`config.mk`:
```
export PLATFORM = sky130hd
export DESIGN_NAME = bcd_to_bin
export DESIGN_NICKNAME = d
export VERILOG_FILES = /design/src/rtl/bcd_to_bin.sv
export SDC_FILE = /design/constraint.sdc
export NUM_CORES = 1
export LEC_CHECK = 0
export CAP_MARGIN = 20
export CORE_ASPECT_RATIO = 1.5
export CORE_MARGIN = 2
export CORE_UTILIZATION = 50
export CTS_CLUSTER_SIZE = 28
export DETAILED_ROUTE_END_ITERATION = 8
export DONT_BUFFER_PORTS = 1
export GPL_ROUTABILITY_DRIVEN = 0
export GPL_TIMING_DRIVEN = 0
export PLACE_DENSITY = 0.64
export REMOVE_ABC_BUFFERS = 1
export SYNTH_ARGS = -nofsm -noshare
export SYNTH_HDL_FRONTEND = slang
export SYNTH_SLANG_ARGS = --single-unit
```
`constraint.sdc`:
```
create_clock -name sys_clk -period 1.9 [get_ports sys_clk]
set_input_delay 0.095 -clock sys_clk [delete_from_list [all_inputs] [get_ports sys_clk]]
set_output_delay 0.095 -clock sys_clk [all_outputs]
set_load 0.03 [all_outputs]
```
`src/rtl/bcd_to_bin.sv`:
```
// Six-digit BCD to 20-bit binary by reverse double-dabble; 20 clocks start-to-done (1 clock for a rejected request).
// No backpressure: start is accepted only when idle, and a start while busy is dropped.
module bcd_to_bin (
    input  logic        sys_clk,
    input  logic        sys_rst_n,
    input  logic        start,
    input  logic [3:0]  unit,
    input  logic [3:0]  ten,
    input  logic [3:0]  hun,
    input  logic [3:0]  tho,
    input  logic [3:0]  t_tho,
    input  logic [3:0]  h_hun,
    output logic [19:0] data,
    output logic        busy,
    output logic        done,
    output logic        err
);

    typedef enum logic {IDLE, CONV} state_t;

    state_t      state;
    logic [4:0]  step_cnt;
    logic [43:0] sreg;
    logic [43:0] shifted;
    logic [43:0] stepped;
    logic        bad_digit;

    assign bad_digit = (unit > 4'd9) || (ten > 4'd9) || (hun > 4'd9) ||
                       (tho > 4'd9) || (t_tho > 4'd9) || (h_hun > 4'd9);

    // One reverse double-dabble step: shift right, then pull each BCD field >= 8 down by 3.
    always_comb begin
        shifted = {1'b0, sreg[43:1]};
        stepped = shifted;
        for (int i = 0; i < 6; i++) begin
            if (shifted[20 + 4*i + 3]) begin
                stepped[20 + 4*i +: 4] = shifted[20 + 4*i +: 4] - 4'd3;
            end
        end
    end

    always_ff @(posedge sys_clk or negedge sys_rst_n) begin
        if (!sys_rst_n) begin
            state    <= IDLE;
            step_cnt <= 5'd0;
            sreg     <= 44'd0;
            data     <= 20'd0;
            busy     <= 1'b0;
            done     <= 1'b0;
            err      <= 1'b0;
        end else begin
            done <= 1'b0;
            err  <= 1'b0;
            case (state)
                IDLE: begin
                    if (start) begin
                        if (bad_digit) begin
                            done <= 1'b1;
                            err  <= 1'b1;
                        end else begin
                            sreg     <= {h_hun, t_tho, tho, hun, ten, unit, 20'd0};
                            step_cnt <= 5'd0;
                            busy     <= 1'b1;
                            state    <= CONV;
                        end
                    end
                end
                CONV: begin
                    sreg     <= stepped;
                    step_cnt <= step_cnt + 5'd1;
                    if (step_cnt == 5'd19) begin
                        data  <= stepped[19:0];
                        done  <= 1'b1;
                        busy  <= 1'b0;
                        state <= IDLE;
                    end
                end
                default: state <= IDLE;
            endcase
        end
    end

endmodule

```
======== After elaboration in Yosys (flattened, before gate mapping) ========
Cells that the tools add are included.
word-level totals
  register bits ........................... 73
  word-level logic and storage cells ...... 56
  output and inout bits ................... 23
  bits of input ports ..................... 27
operators by class
  eq/ne operators ......................... 4
  reduce and logical (&&, ||, !) cells .... 8
  magnitude comparators ................... 6
  bitwise gates (word level) .............. 1
  add/subtract/negate cells ............... 6
  mux-type cells .......................... 24
operator list
  cell                                                   count
  two-way mux 44 bit                                     2
  one-hot mux 44 bit (2 select lines)                    1
  greater-than comparator 4 bit, second input constant   6
  two-way mux 4 bit                                      5
  subtractor 4 x 2 -> 4 bit, second input constant       5
  two-way mux 1 bit                                      10
  two-way mux 5 bit                                      2
  one-hot mux 5 bit (2 select lines)                     1
  one-hot mux 1 bit (2 select lines)                     3
  adder 5 x 1 -> 5 bit, second input constant            1
  equality test 5 bit, second input constant             1
  logical OR 1 bit                                       5
  inequality test 2 bit, second input constant           2
  AND reduction 2 bit                                    2
  AND reduction 3 bit                                    1
  inequality test 2 x 1 -> 1 bit, second input constant  1
  NOT 1 bit                                              1

======== Depth between registers and ports, before layout ========
  word-level depth ........................ 9
  mapped depth ............................ 6
  depth with buffers taken out ............ 5

======== Least setup slack after synthesis ========
Ideal clock, no wire load.
  path kind ............................... register to register
  start point ............................. register step_cnt[0]
  end point ............................... register data[0]
  setup time .............................. 0.125 ns
  cell stages (with the launch flop) ...... 5
  data required time ...................... 1.775 ns
  setup slack ............................. 0.266 ns
  data arrival time ....................... 1.509 ns
  path buffers ............................ 1
  clock period less this slack ............ 1.634 ns
  cells stage by stage .................... dfrtp_1 -> ha_1 -> nand4_1 -> clkbuf_1 -> mux2_2
between the ends
  word-level cells in the longest chain between the ends .. 2
ends and longest elaborated chain
  what                           RTL line  RTL
  start: declaration             22        logic [4:0] step_cnt;
  start signal: assignment       70        step_cnt <= step_cnt + 5'd1;
  equality test 5 bit            71        if (step_cnt == 5'd19) begin
  AND reduction 2 bit (no line)  n/a
  end signal: assignment         72        data <= stepped[19:0];
  end: declaration               13        output logic [19:0] data,
Every way passes these cells.
A chain may end at the register's enable or synchronous reset.

======== Final worst setup path ========
  start point ............................. input port start
  end point ............................... register sreg[35]
between the ends
  word-level cells in the longest chain between the ends .. 2
ends and longest elaborated chain
  what                             RTL line  RTL
  start: declaration               6         input logic start,
  inequality test 2 bit (no line)  n/a
  AND reduction 2 bit (no line)    n/a
  end signal: assignment           61        sreg <= {h_hun, t_tho, tho, hun, ten, unit, 20'd0};
  end signal: assignment           69        sreg <= stepped;
  end: declaration                 23        logic [43:0] sreg;
Every way passes these cells.

==> flow_metrics.py <==
metrics = {
    "run_status": {
        "outcome": "finished clean",
    },
    "finish": {
        "final_layout_size_suffix_gt1_share_pct": 13.9,
        "multi_input_area_sq_mm": 0.00145,
        "final_cell_mix": "75 x o21ai_0, 71 x dfrtp_1, 24 x nand2_1",
        "synthToLayoutAreaGrowth_pct": 15.2,
        "nets": 367,
        "diodes": 0,
        "final_common_cell": "o21ai_0",
        "regArea_sq_mm": 0.00181,
        "final_cells": 415,
        "n_fill_cell": 557,
    },
    "setup_path": {
        "r2r_setup_slack_ns": 0.23,
        "end_kind": "register",
        "worst_ep_required_time_ns": 2.18,
        "cp_max_fo": 50,
        "crit_path_start_kind": "primary input",
        "worst_r2r_path_depth": 3,
        "criticalPathCategory": "in2reg",
        "startpoint": "start",
        "worstReg2RegEnd": "data[8]",
        "critPathCapture": "sreg[35]",
        "arrival_ns": 1.99,
        "worstReg2RegStart": "state",
    },
    "clocking": {
        "htreeDepth": 3,
        "cts-resized-gates": 0,
        "clkTransAtPathRegs_ns": 0.08,
        "clk_latency_ns": 0.35,
        "clock_tree.root_cell": "clkbuf_8",
        "clock_sinks": 72,
        "cts_buffer_depth": 2,
        "cts_tree": "built",
        "numCtsBuffers": 9,
    },
    "placed_design": {
        "dp_cells": 379,
        "numPortBuffers": 0,
        "hpwl_mm": 4.12,
        "post-place-ws_ns": -0.757,
    },
    "drt": {
        "wl_per_cell_microns": 17.4,
        "vias_per_cell": 6.23,
        "vias": 2586,
        "dr.pass1.iters": 4,
        "drt_iter0_markers": 151,
        "drcViolationCount": 0,
        "detail-route-antenna-nets": 0,
        "wl_mm": 7.23,
    },
    "grt": {
        "grt.overflow.total": 0,
        "grt_start_max_net_pins": 73,
        "grt_pass1_vias": 2628,
        "grt_pass1_wl_mm": 12.6,
        "antenna_found_initial": 0,
        "grt_usage_pct": 21.1,
    },
    "die": {
        "fp.dieW_microns": 71.1,
        "ioPinCount": 50,
        "rows": 36,
        "die-height_microns": 105,
        "initial_core_util_pct": 51.7,
        "fp.dieArea_sq_mm": 0.00745,
        "core_area_sq_mm": 0.00653,
    },
    "run": {
        "maxCapViolCount": 0,
    },
    "yosys": {
        "synth-seq-cells": 72,
        "yosysSeqAreaShare_pct": 53.3,
        "syn_area_sq_mm": 0.00338,
        "yosysUniqueCellTypes": 28,
        "synthCells": 325,
        "syn_avg_cell_area_sq_um": 10.4,
        "yosysWarnings": 0,
    },
    "sta": {
        "grt_setup_unrepaired": "no",
        "worst_pin_slew_ns": 0.761,
        "hold_viol": 0,
        "setup_ws_ns": 0.194,
        "fmax_mhz": 586,
        "tns_ns": 0,
        "skew_ns": 0.00983,
        "fin_crit_sh_pct": 89.8,
        "setup_violations": 0,
        "period_minus_slack_ns": 1.71,
        "slew_headroom_pct": 49.3,
        "slew_viol_final": 0,
    },
    "power": {
        "ir_drop_uv": 856,
        "leakage_nw": 1.70,
        "pwr_density_cell_mw_per_mm2": 1720,
    },
    "hold_path": {
        "min_path_type": "in2reg",
        "hold_depth": 2,
    },
}
## state kept, by name, summed over array words and instances (netlist names)
signal and cells:
sreg 43, err 1, done 1, busy 1
state 1, step_cnt 5, data 20
## kinds of logic (layout without fill, tap and decap cells)
family,after synthesis,in the layout,synth area share [%]
compound gates,127,127,21.7
simple gates,49,49,7.11
xor+xnor,13,13,3.37
buf+inv,32,46,3.85
mux,26,26,8.44
fa+ha+maj,6,6,2.22
flops,72,72,53.3
## cells in the mapped netlist, drive strengths merged
| master | instances | area share, % |
|---|---|---|
| inv | 6 | 0.67 |
| nand2 | 24 | 2.7 |
| xor2 | 1 | 0.26 |
| a31oi | 18 | 3.3 |
| mux2 | 20 | 6.7 |
| xnor2 | 12 | 3.1 |
| nor2 | 7 | 0.78 |
| nor2b | 3 | 0.56 |
| ha | 6 | 2.2 |
| o21a | 3 | 0.67 |
| mux2i | 6 | 1.8 |
| dfrtp | 72 | 53 |
| clkbuf | 22 | 2.4 |
| a21oi | 9 | 1.3 |
| nand3 | 3 | 0.44 |
| and4 | 1 | 0.26 |
| buf | 4 | 0.74 |
| nand4 | 2 | 0.37 |
| or4 | 5 | 1.1 |
| or3 | 1 | 0.33 |
| a22oi | 15 | 3.3 |
| o21ai | 75 | 11 |
| nor3 | 3 | 0.59 |
| o311a | 5 | 1.5 |
| o31ai | 2 | 0.44 |
## routing by layer
layer | vias to the layer above | GRT usage [%] | wire length (microns) | share of wire, %
li1 | 1207 | - | - | -
met2 | 68 | 34.9 | 3680 | 51
met1 | 1300 | 26.3 | 3090 | 43
met3 | 11 | 5.98 | 347 | 4.8
met4 | 0 | 7.01 | 114 | 1.6
met5 | - | 0 | 0 | 0
## worst min-delay path by stage
stage                         start       end
after global routing         tho[1]  sreg[33]
final                      t_tho[3]  sreg[39]
after detailed placement  sys_rst_n   sreg[8]
after floorplan           sys_rst_n      busy
after CTS                  t_tho[2]  sreg[38]
after global placement    sys_rst_n   sreg[8]
## through the flow
stage / util, % / hold WS, ns / power, mW / instance area (sq um)
floorplan: - / -0.201 / 4.68 / 3270
global placement: 51.6 / -0.199 / 4.94 / 3370
detailed placement: 52.5 / -0.199 / 5.13 / 3430
CTS: 59.6 / 0.00567 / 6.75 / 3890
global route: 59.6 / 0.00443 / 7.24 / 3890
finish: 59.6 / 0.00915 / 6.71 / 3890
## repair_timing
| action | CTS | global route |
|---|---|---|
| endpoints found under the hold margin | 88 | 0 |
| hold buffers | 17 | 0 |
| endpoints found under the setup margin | 23 | 0 |
| buffers inserted | 3 | 0 |
## where the power goes
group	internal (mW)	leakage [nW]	switching, mW
logic	1.04	0.667	0.931
clock network	0.873	0.119	0.589
registers	2.22	0.911	1.06
## critical path: stages
cell and delay, ns:
dlygate4sd3_1 0.52, inv_1 0.08, or3_4 0.59, nor2_1 0.47, o311a_1 0.21
## cell type report
| cell class | instances | area share, % |
|---|---|---|
| tap | 76 | 2.44 |
| inverter | 6 | 0.578 |
| multi-input combinational | 221 | 37.2 |
| clock buffer | 9 | 3.18 |
| clock inverter | 7 | 3.08 |
| sequential | 72 | 46.4 |
| timing repair buffer | 24 | 7.17 |
Power figures use the tool's default switching activity.
